[src/rtl/stream_demux_pkg.sv]
// rtl/stream_demux_pkg.sv - shared constants and helpers for stream_demux
package stream_demux_pkg;

    localparam int CNT_W = 16;

    function automatic int sel_width(input int nch);
        return (nch > 2) ? $clog2(nch) : 1;
    endfunction

endpackage

[src/rtl/demux_chan_reg.sv]
// rtl/demux_chan_reg.sv - one output channel holding register with valid bit
module demux_chan_reg #(
    parameter int W = 8
) (
    input  logic         clk,
    input  logic         rst_n,
    input  logic         load,
    input  logic [W-1:0] d,
    input  logic         ready,
    output logic [W-1:0] data,
    output logic         valid
);

    logic [W-1:0] data_q, data_d;
    logic         valid_q, valid_d;

    // A load in the same cycle as a drain replaces the word and keeps valid set.
    always_comb begin
        data_d  = data_q;
        valid_d = valid_q;
        if (load) begin
            data_d  = d;
            valid_d = 1'b1;
        end else if (valid_q && ready) begin
            valid_d = 1'b0;
        end
    end

    always_ff @(posedge clk or negedge rst_n) begin
        if (!rst_n) begin
            data_q  <= '0;
            valid_q <= 1'b0;
        end else begin
            data_q  <= data_d;
            valid_q <= valid_d;
        end
    end

    assign data  = data_q;
    assign valid = valid_q;

endmodule

[src/rtl/stream_demux.sv]
// rtl/stream_demux.sv - 1-to-NCH registered stream demux; STREAM_DEMUX_CNT_EN adds per-channel transfer counters
module stream_demux
    import stream_demux_pkg::*;
#(
    parameter int W     = 8,
    parameter int NCH   = 4,
    parameter int SEL_W = sel_width(NCH)
) (
    input  logic               clk,
    input  logic               rst_n,
    input  logic [W-1:0]       d,
    input  logic [SEL_W-1:0]   s,
    input  logic               in_valid,
    output logic               in_ready,
    output logic [NCH*W-1:0]   y,
    output logic [NCH-1:0]     y_valid,
    input  logic [NCH-1:0]     y_ready,
    output logic               sel_err,
`ifdef STREAM_DEMUX_CNT_EN
    input  logic [SEL_W-1:0]   cnt_sel,
    output logic [CNT_W-1:0]   cnt,
`endif
    input  logic               err_clr
);

    logic [NCH-1:0] sel_hot;
    logic [NCH-1:0] chan_ready;
    logic [NCH-1:0] load;
    logic           sel_ok;
    logic           sel_err_q, sel_err_d;

    // Decoding against each legal index keeps out-of-range selects all-zero.
    always_comb begin
        sel_hot = '0;
        for (int k = 0; k < NCH; k++) begin
            if (s == SEL_W'(k)) sel_hot[k] = 1'b1;
        end
    end

    assign sel_ok     = |sel_hot;
    assign chan_ready = ~y_valid | y_ready;
    assign in_ready   = !sel_ok || |(sel_hot & chan_ready);
    assign load       = (in_valid && in_ready) ? sel_hot : '0;

    genvar g;
    generate
        for (g = 0; g < NCH; g++) begin : g_chan
            demux_chan_reg #(.W(W)) u_chan (
                .clk   (clk),
                .rst_n (rst_n),
                .load  (load[g]),
                .d     (d),
                .ready (y_ready[g]),
                .data  (y[g*W +: W]),
                .valid (y_valid[g])
            );
        end
    endgenerate

    always_comb begin
        sel_err_d = sel_err_q;
        if (in_valid && !sel_ok) sel_err_d = 1'b1;
        else if (err_clr)        sel_err_d = 1'b0;
    end

    always_ff @(posedge clk or negedge rst_n) begin
        if (!rst_n) sel_err_q <= 1'b0;
        else        sel_err_q <= sel_err_d;
    end

    assign sel_err = sel_err_q;

`ifdef STREAM_DEMUX_CNT_EN
    logic [CNT_W-1:0] cnt_q [NCH];
    logic [CNT_W-1:0] cnt_d [NCH];
    logic [CNT_W-1:0] cnt_mux;

    always_comb begin
        for (int k = 0; k < NCH; k++) begin
            cnt_d[k] = cnt_q[k];
            if (err_clr)                      cnt_d[k] = '0;
            else if (y_valid[k] && y_ready[k]) cnt_d[k] = cnt_q[k] + 1'b1;
        end
    end

    always_ff @(posedge clk or negedge rst_n) begin
        if (!rst_n) begin
            for (int k = 0; k < NCH; k++) cnt_q[k] <= '0;
        end else begin
            for (int k = 0; k < NCH; k++) cnt_q[k] <= cnt_d[k];
        end
    end

    always_comb begin
        cnt_mux = '0;
        for (int k = 0; k < NCH; k++) begin
            if (cnt_sel == SEL_W'(k)) cnt_mux = cnt_q[k];
        end
    end

    assign cnt = cnt_mux;
`endif

endmodule
[config.mk]
export PLATFORM = sky130hd
export DESIGN_NAME = stream_demux
export DESIGN_NICKNAME = d
export VERILOG_FILES = /design/src/rtl/stream_demux_pkg.sv /design/src/rtl/demux_chan_reg.sv /design/src/rtl/stream_demux.sv
export SDC_FILE = /design/constraint.sdc
export NUM_CORES = 1
export LEC_CHECK = 0
export ABC_AREA = 1
export BUFFER_PORTS_ARGS = -buffer_cell sky130_fd_sc_hd__buf_4
export CORE_MARGIN = 2
export CORE_UTILIZATION = 35
export DETAILED_ROUTE_END_ITERATION = 16
export SLEW_MARGIN = 20
export SYNTH_ARGS = -nofsm -noshare
export SYNTH_HDL_FRONTEND = slang
export SYNTH_SLANG_ARGS = --single-unit
[constraint.sdc]
create_clock -name clk -period 1.5 [get_ports clk]
set_input_delay 0.15 -clock clk [delete_from_list [all_inputs] [get_ports clk]]
set_output_delay 0.15 -clock clk [all_outputs]
set_load 0.03 [all_outputs]
After elaboration in Yosys (flattened, before gate mapping)

Cells that the tools add are included.

Latch bits: 0
RAM bits: 0
Output and inout bits: 38
Memories: 0
Register bits: 37
Logic and storage cells: 46
Bits in read-only memories: 0

Multiplexer cells: 15
Divide/modulo/power cells: 0
$mul: 0
$lt $le $gt $ge: 0
Bitwise operators: 3
Shift operators: 0
Add/sub/neg operators: 0
Equal/unequal tests: 3
Reduce and logical (&&, ||, !) cells: 16

Operators by type and width:

| operator             | count |
|---|---|
| $mux W1              | 14 |
| $reduce_bool A2 Y1   | 5 |
| $reduce_or A4 Y1     | 2 |
| $logic_and A1 B1 Y1  | 6 |
| $and A4 B4 Y4        | 1 |
| $eq A2 B2 Y1 const B | 2 |
| $mux W4              | 1 |
| $not A4 Y4           | 1 |
| $or A4 B4 Y4         | 1 |
| $eq A2 B1 Y1 const B | 1 |
| $logic_not A2 Y1     | 1 |
| $logic_not A1 Y1     | 1 |
| $logic_or A1 B1 Y1   | 1 |

Logic depth before layout (Yosys ltp)

Depth in word-level cells: 8
Gate-level depth with buffers: 9
Depth with buffers taken out: 9

Modules after synthesis

Synthesis repeated with hierarchy kept, for this count alone.

Cells, all modules: 185
Area, all modules: 1519.0 um^2

Modules (own cells, without submodules):

| module         | cells each | area each (um^2) | seq. area each (um^2) | times used |
|---|---|---|---|---|
| demux_chan_reg | 38         | 341.6            | 225.2                 | 4 |
| stream_demux   | 33         | 152.6            | 25.0                  | 1 |

Worst setup path before layout

No wires, ideal clock.

Path kind: in2reg
From: input s[1]
To: register g_chan[3].u_chan.data_q[0]
Slack: 0.374 ns
Arrival: 1.008 ns
Buffers on the path: 0
Setup time: 0.118 ns
Cell stages on the path: 8
Data required time: 1.382 ns
Path through: nor2_2 nand2_1 nand2_1 inv_2 nand2_4 nand3_2 nand2_1 nand2_1

Longest elaborated chain between the ends: 7
Elaborated cells on any way between the ends: 15
Those cells by class: eq/ne: 3; mux: 5; bitwise: 1; reduce/logical: 6

Ends and longest elaborated chain:

| element                                              | RTL line                               | source |
|---|---|---|
| from (decl)                                          | stream_demux.sv:12                     | `input logic [SEL_W-1:0] s,` |
| $eq A2 B1 Y1, or another cell as far along           | stream_demux.sv:36                     | `if (s == SEL_W'(k)) sel_hot[k] = 1'b1;` |
| $mux W1                                              | stream_demux.sv:36                     |  |
| $and A4 B4 Y4 or $reduce_or A4 Y1 (tied branches)    | stream_demux.sv:42, stream_demux.sv:40 |  |
| $reduce_or A4 Y1 or $logic_not A1 Y1 (tied branches) | stream_demux.sv:42                     | `assign in_ready = !sel_ok \|\| \|(sel_hot & chan_ready);` |
| $logic_or A1 B1 Y1                                   | stream_demux.sv:42                     |  |
| $logic_and A1 B1 Y1                                  | stream_demux.sv:43                     | `assign load = (in_valid && in_ready) ? sel_hot : '0;` |
| $mux W4 *                                            | stream_demux.sv:43                     |  |
| to (signal assigned)                                 | demux_chan_reg.sv:34                   | `data_q <= data_d;` |
| to (decl)                                            | demux_chan_reg.sv:14                   | `logic [W-1:0] data_q, data_d;` |

Mark *: on every way between the ends. The rest lies on a longest branch, timed or not.
A chain may end at the register's enable or synchronous reset.

Final worst setup path

From: register g_chan[3].u_chan.valid_q
To: output in_ready

Longest elaborated chain between the ends: 5

Ends and longest elaborated chain:

| element                | RTL line             | source |
|---|---|---|
| from (decl)            | demux_chan_reg.sv:15 | `logic valid_q, valid_d;` |
| from (signal assigned) | demux_chan_reg.sv:35 | `valid_q <= valid_d;` |
| $not A4 Y4             | stream_demux.sv:41   | `assign chan_ready = ~y_valid \| y_ready;` |
| $or A4 B4 Y4           | stream_demux.sv:41   |  |
| $and A4 B4 Y4          | stream_demux.sv:42   |  |
| $reduce_or A4 Y1       | stream_demux.sv:42   |  |
| $logic_or A1 B1 Y1     | stream_demux.sv:42   |  |
| to (decl)              | stream_demux.sv:14   | `output logic in_ready,` |

No other way between the ends.

==> report_table.html <==
<table>
<tr><th>Metric</th><th>Value</th></tr>
<tr><th colspan="2">Worst setup path</th></tr>
<tr><td>Most frequent CP cell</td><td>nand2_1</td></tr>
<tr><td>Worst-path cell chain</td><td>nand2_2 &gt; nand2_1 &gt; nand2_1 &gt; inv_1 &gt; nand2_4 &gt; buf_6</td></tr>
<tr><td>Max incr delay on CP</td><td>around 0.39 ns</td></tr>
<tr><td>Crit path from</td><td>g_chan[3].u_chan.valid$_DFFE_PN0P_</td></tr>
<tr><td>Crit Path Max Fanout</td><td>7</td></tr>
<tr><td>Startpoint of the lowest-slack register-to-register path</td><td>g_chan[3].u_chan.valid$_DFFE_PN0P_</td></tr>
<tr><td>Type of the worst setup path</td><td>flip-flop to primary output</td></tr>
<tr><td>Largest delay contributor family on the critical path</td><td>flip-flops</td></tr>
<tr><td>WP data arrival</td><td>1.23 ns</td></tr>
<tr><td>Buffers and inverters on the worst path</td><td>2</td></tr>
<tr><td>Kind of start point of the critical path</td><td>flip-flop</td></tr>
<tr><td>Worst setup EP type</td><td>primary output</td></tr>
<tr><td>Slowest CP cell</td><td>dfrtp_1</td></tr>
<tr><td>Endpoint required time on the critical path</td><td>1.35 ns</td></tr>
<tr><th colspan="2">Final layout</th></tr>
<tr><td>Number of nets at the end of the flow</td><td>~260</td></tr>
<tr><td>End-of-flow core utilization</td><td>about 51%</td></tr>
<tr><td>Antenna Diode Count</td><td>0</td></tr>
<tr><td>Area overhead of the layout relative to synthesis</td><td>37.5%</td></tr>
<tr><td>Fill cells</td><td>432</td></tr>
<tr><td>Fraction of layout instances using a drive strength above 1</td><td>between 30% and 40%</td></tr>
<tr><th colspan="2">Logic synthesis</th></tr>
<tr><td>Number of storage elements in the synthesis netlist</td><td>37</td></tr>
<tr><td>Total number of yosys warnings</td><td>0</td></tr>
<tr><td>Area of the mapped netlist</td><td>about 1600 µm²</td></tr>
<tr><td>Post-Syn Area per Cell</td><td>roughly 9.1 µm²</td></tr>
<tr><td>Ranking of synthesized cells by area</td><td>dfrtp_1 (57%), nand2_1 (18%), nand4_1 (12%)</td></tr>
<tr><td>Top cell type by total area after synthesis</td><td>dfrtp_1</td></tr>
<tr><td>Total nets after synthesis</td><td>196</td></tr>
<tr><td>Mapped Cells</td><td>178</td></tr>
<tr><td>Distinct cell type count of the synthesized netlist</td><td>14</td></tr>
<tr><td>Area share of the largest cell type after synthesis</td><td>between 50% and 60%</td></tr>
<tr><td>Sequential fraction of the synthesis area</td><td>~57%</td></tr>
<tr><th colspan="2">Route</th></tr>
<tr><td>Number of iterations in the first detailed-routing pass</td><td>4</td></tr>
<tr><td>First-iteration detailed-routing DRC count</td><td>around 150</td></tr>
<tr><td>Top routing layer in use</td><td>met4</td></tr>
<tr><td>Number of vias after detailed routing</td><td>about 1500</td></tr>
<tr><td>Post-detailed-route via-to-cell ratio</td><td>slightly below 5</td></tr>
<tr><td>Routed wire length on met2</td><td>a little under 2000 µm</td></tr>
<tr><td>Avg WL per Cell</td><td>between 10 and 15 µm</td></tr>
<tr><td>Count of antenna-violating nets left after detailed routing</td><td>0</td></tr>
<tr><td>Met3 WL post-DR</td><td>289 µm</td></tr>
<tr><td>Post-route DRC violation count</td><td>0</td></tr>
<tr><td>Metal1 wirelength</td><td>~2100 µm</td></tr>
<tr><td>Sum of routed wire length over all layers</td><td>between 4000 and 5000 µm</td></tr>
<tr><th colspan="2">Global route</th></tr>
<tr><td>All-layer global routing usage</td><td>around 17%</td></tr>
<tr><td>Via count of the first global-routing pass</td><td>about 1400</td></tr>
<tr><td>Largest net degree at the start of global routing</td><td>38</td></tr>
<tr><td>Congestion Overflow GR</td><td>0</td></tr>
<tr><td>Initial antenna violation count</td><td>0</td></tr>
<tr><td>Wire length of the first global-routing pass</td><td>6780 µm</td></tr>
<tr><th colspan="2">Die</th></tr>
<tr><td>Number of rows created at floorplan</td><td>24</td></tr>
<tr><td>Die Y</td><td>between 70 and 80 µm</td></tr>
<tr><td>Total die area</td><td>approximately 5200 µm²</td></tr>
<tr><td>Floorplan core area</td><td>roughly 4400 µm²</td></tr>
<tr><td>I/O pin count</td><td>56</td></tr>
<tr><td>Starting utilization of the core area</td><td>between 30 and 40%</td></tr>
<tr><td>Die width</td><td>72.1 µm</td></tr>
<tr><th colspan="2">Timing</th></tr>
<tr><td>Worst Setup Slack, final</td><td>about 0.12 ns</td></tr>
<tr><td>Number of failing hold endpoints at the final stage</td><td>0</td></tr>
<tr><td>Final clock skew</td><td>roughly 0.0030 ns</td></tr>
<tr><td>Max-slew violation count</td><td>0</td></tr>
<tr><td>Slew at the pin closest to its max-slew limit</td><td>around 0.47 ns</td></tr>
<tr><td>Final cycle utilization of the critical path</td><td>92.2%</td></tr>
<tr><td>Unrepaired setup endpoints after global routing</td><td>no</td></tr>
<tr><td>Final worst hold slack</td><td>~0.12 ns</td></tr>
<tr><td>Relative slew margins</td><td>approximately two thirds</td></tr>
<tr><td>Count of endpoints failing setup in the final report</td><td>0</td></tr>
<tr><td>Period minus WS final</td><td>~1.4 ns</td></tr>
<tr><td>Highest achievable clock rate</td><td>between 700 and 800 MHz</td></tr>
<tr><td>Total negative setup slack</td><td>0 ns</td></tr>
<tr><th colspan="2">Clock tree</th></tr>
<tr><td>Clock latency reported for the late side of the worst-skew pair</td><td>0.29 ns</td></tr>
<tr><td>TritonCTS clock tree</td><td>built</td></tr>
<tr><td># clock sinks</td><td>37</td></tr>
<tr><td>Cell chosen for the clock root</td><td>clkbuf_8</td></tr>
<tr><td>Bufs on Longest Clock Path</td><td>2</td></tr>
<tr><td>Clock-pin slew of the registers on the worst-case setup and hold paths</td><td>roughly 0.070 ns</td></tr>
<tr><td>Total CTS buffers</td><td>5</td></tr>
<tr><td>H-tree depth</td><td>2</td></tr>
<tr><th colspan="2">Pwr</th></tr>
<tr><td>Power, Total</td><td>just over 3 mW</td></tr>
<tr><td>Max VDD drop</td><td>approximately 520 µV</td></tr>
<tr><td>Static leakage</td><td>~1.2 nW</td></tr>
<tr><td>Power per standard cell area</td><td>about 1400 nW/µm²</td></tr>
<tr><th colspan="2">Min path</th></tr>
<tr><td>Min-delay src</td><td>y_ready[0]</td></tr>
<tr><td>Hold Path Class</td><td>primary input to flip-flop</td></tr>
<tr><th colspan="2">Job</th></tr>
<tr><td>Count of maximum capacitance violations</td><td>0</td></tr>
<tr><th colspan="2">Outcome</th></tr>
<tr><td>Outcome</td><td>finished clean</td></tr>
<tr><th colspan="2">Place</th></tr>
<tr><td>Pre-CTS setup slack</td><td>roughly 0.19 ns</td></tr>
<tr><td>Routability-driven placement congestion ratio</td><td>approximately 0.76</td></tr>
<tr><td>Count of buffers from port buffering</td><td>55</td></tr>
<tr><td>DP HPWL</td><td>between 2000 and 3000 µm</td></tr>
</table>
[layout make-up]
| type | count | area (µm²) | area share [%] |
|---|---|---|---|
| Timing Repair Buffer | 70 | 534 | 23.9 |
| Inverter | 10 | 37.5 | 1.68 |
| Sequential cell | 37 | 926 | 41.5 |
| Multi-Input combinational cell | 121 | 589 | 26.4 |
| Tap cell | 52 | 65.1 | 2.91 |
| Clock buffer | 8 | 80.1 | 3.59 |
[metrics by stage]
stage / area, µm² / std cells
after floorplan: 1620 / 178
final: 2230 / 298
after CTS: 2170 / 291
after global placement: 2070 / 281
after detailed placement: 2070 / 281
after global routing: 2230 / 298
[worst min-delay path, cell delays in order]
cell	delay [ns]
buf_4	0.08
inv_1	0.03
nand2_1	0.07
nand2_1	0.05
[synthesized netlist by cell type]
cell type	instances
inv_1	7
dfrtp_1	37
buf_6	3
nand2_4	1
nand4_1	32
nand2_1	79
nand3_2	4
nor2_1	1
buf_4	4
clkinv_1	1
nor2_4	2
inv_2	2
nor2_2	1
clkbuf_1	4
[timing repair]
item / in CTS / in global routing
endpoints found under the setup margin: 0 / 18
hold buffers: 2 / 0
resized for setup: 0 / 2
buffers inserted: 0 / 6
hold endpoints to repair: 38 / 0
[kinds of logic (layout without fill, tap and decap cells)]
group,count (synthesis),count (layout),share of synthesized area [%]
buffers and inverters,21,88,7.17
flip-flops,37,37,57.1
AND/OR/NAND/NOR,120,121,35.8
[layer usage]
layer  global-route usage (%)  vias up
li1                         -      720
met1                     25.4      696
met2                     24.0       48
met3                     4.86        5
met4                     5.66        0
met5                        0        -
[cells in the final DEF, fill, tap and decap left out]
master,Yosys,layout
clkbuf_8,0,5
inv_1,7,7
nand2_2,0,2
dlygate4sd3_1,0,2
clkinv_1,1,1
nor2_4,2,2
buf_4,4,67
nand3_2,4,4
nand2_4,1,1
buf_6,3,1
nand4_1,32,32
nor2_1,1,1
nand2_1,79,78
clkbuf_1,4,3
nor2_2,1,1
dfrtp_1,37,37
inv_2,2,2
[flip-flops by register name, summed over array words and instances, names as in the netlist]
register	flops
g_chan.u_chan.data	32
g_chan.u_chan.valid	4
sel_err	1
[final timing paths]
| check | to | slack [ns] | cells past startpoint |
|---|---|---|---|
| worst max-delay path | in_ready | 0.12 | 6 |
| min in group asynchronous | g_chan[2].u_chan.data[3]$_DFFE_PN0P_ | 0.36 | 2 |
| max in group asynchronous | g_chan[1].u_chan.valid$_DFFE_PN0P_ | 0.81 | 2 |
| worst min-delay path | g_chan[0].u_chan.valid$_DFFE_PN0P_ | 0.12 | 4 |
| worst min register to register | g_chan[3].u_chan.data[4]$_DFFE_PN0P_ | 0.48 | 2 |
| worst max register to register | g_chan[1].u_chan.data[3]$_DFFE_PN0P_ | 0.17 | 9 |
[power by group]
group	internal, mW	total (mW)	switching, mW
Combinational	0.401	1.10	0.702
Clock	0.330	0.668	0.338
Sequential	1.19	1.30	0.111
Total	1.92	3.07	1.15
Power figures use the tool's default switching activity.
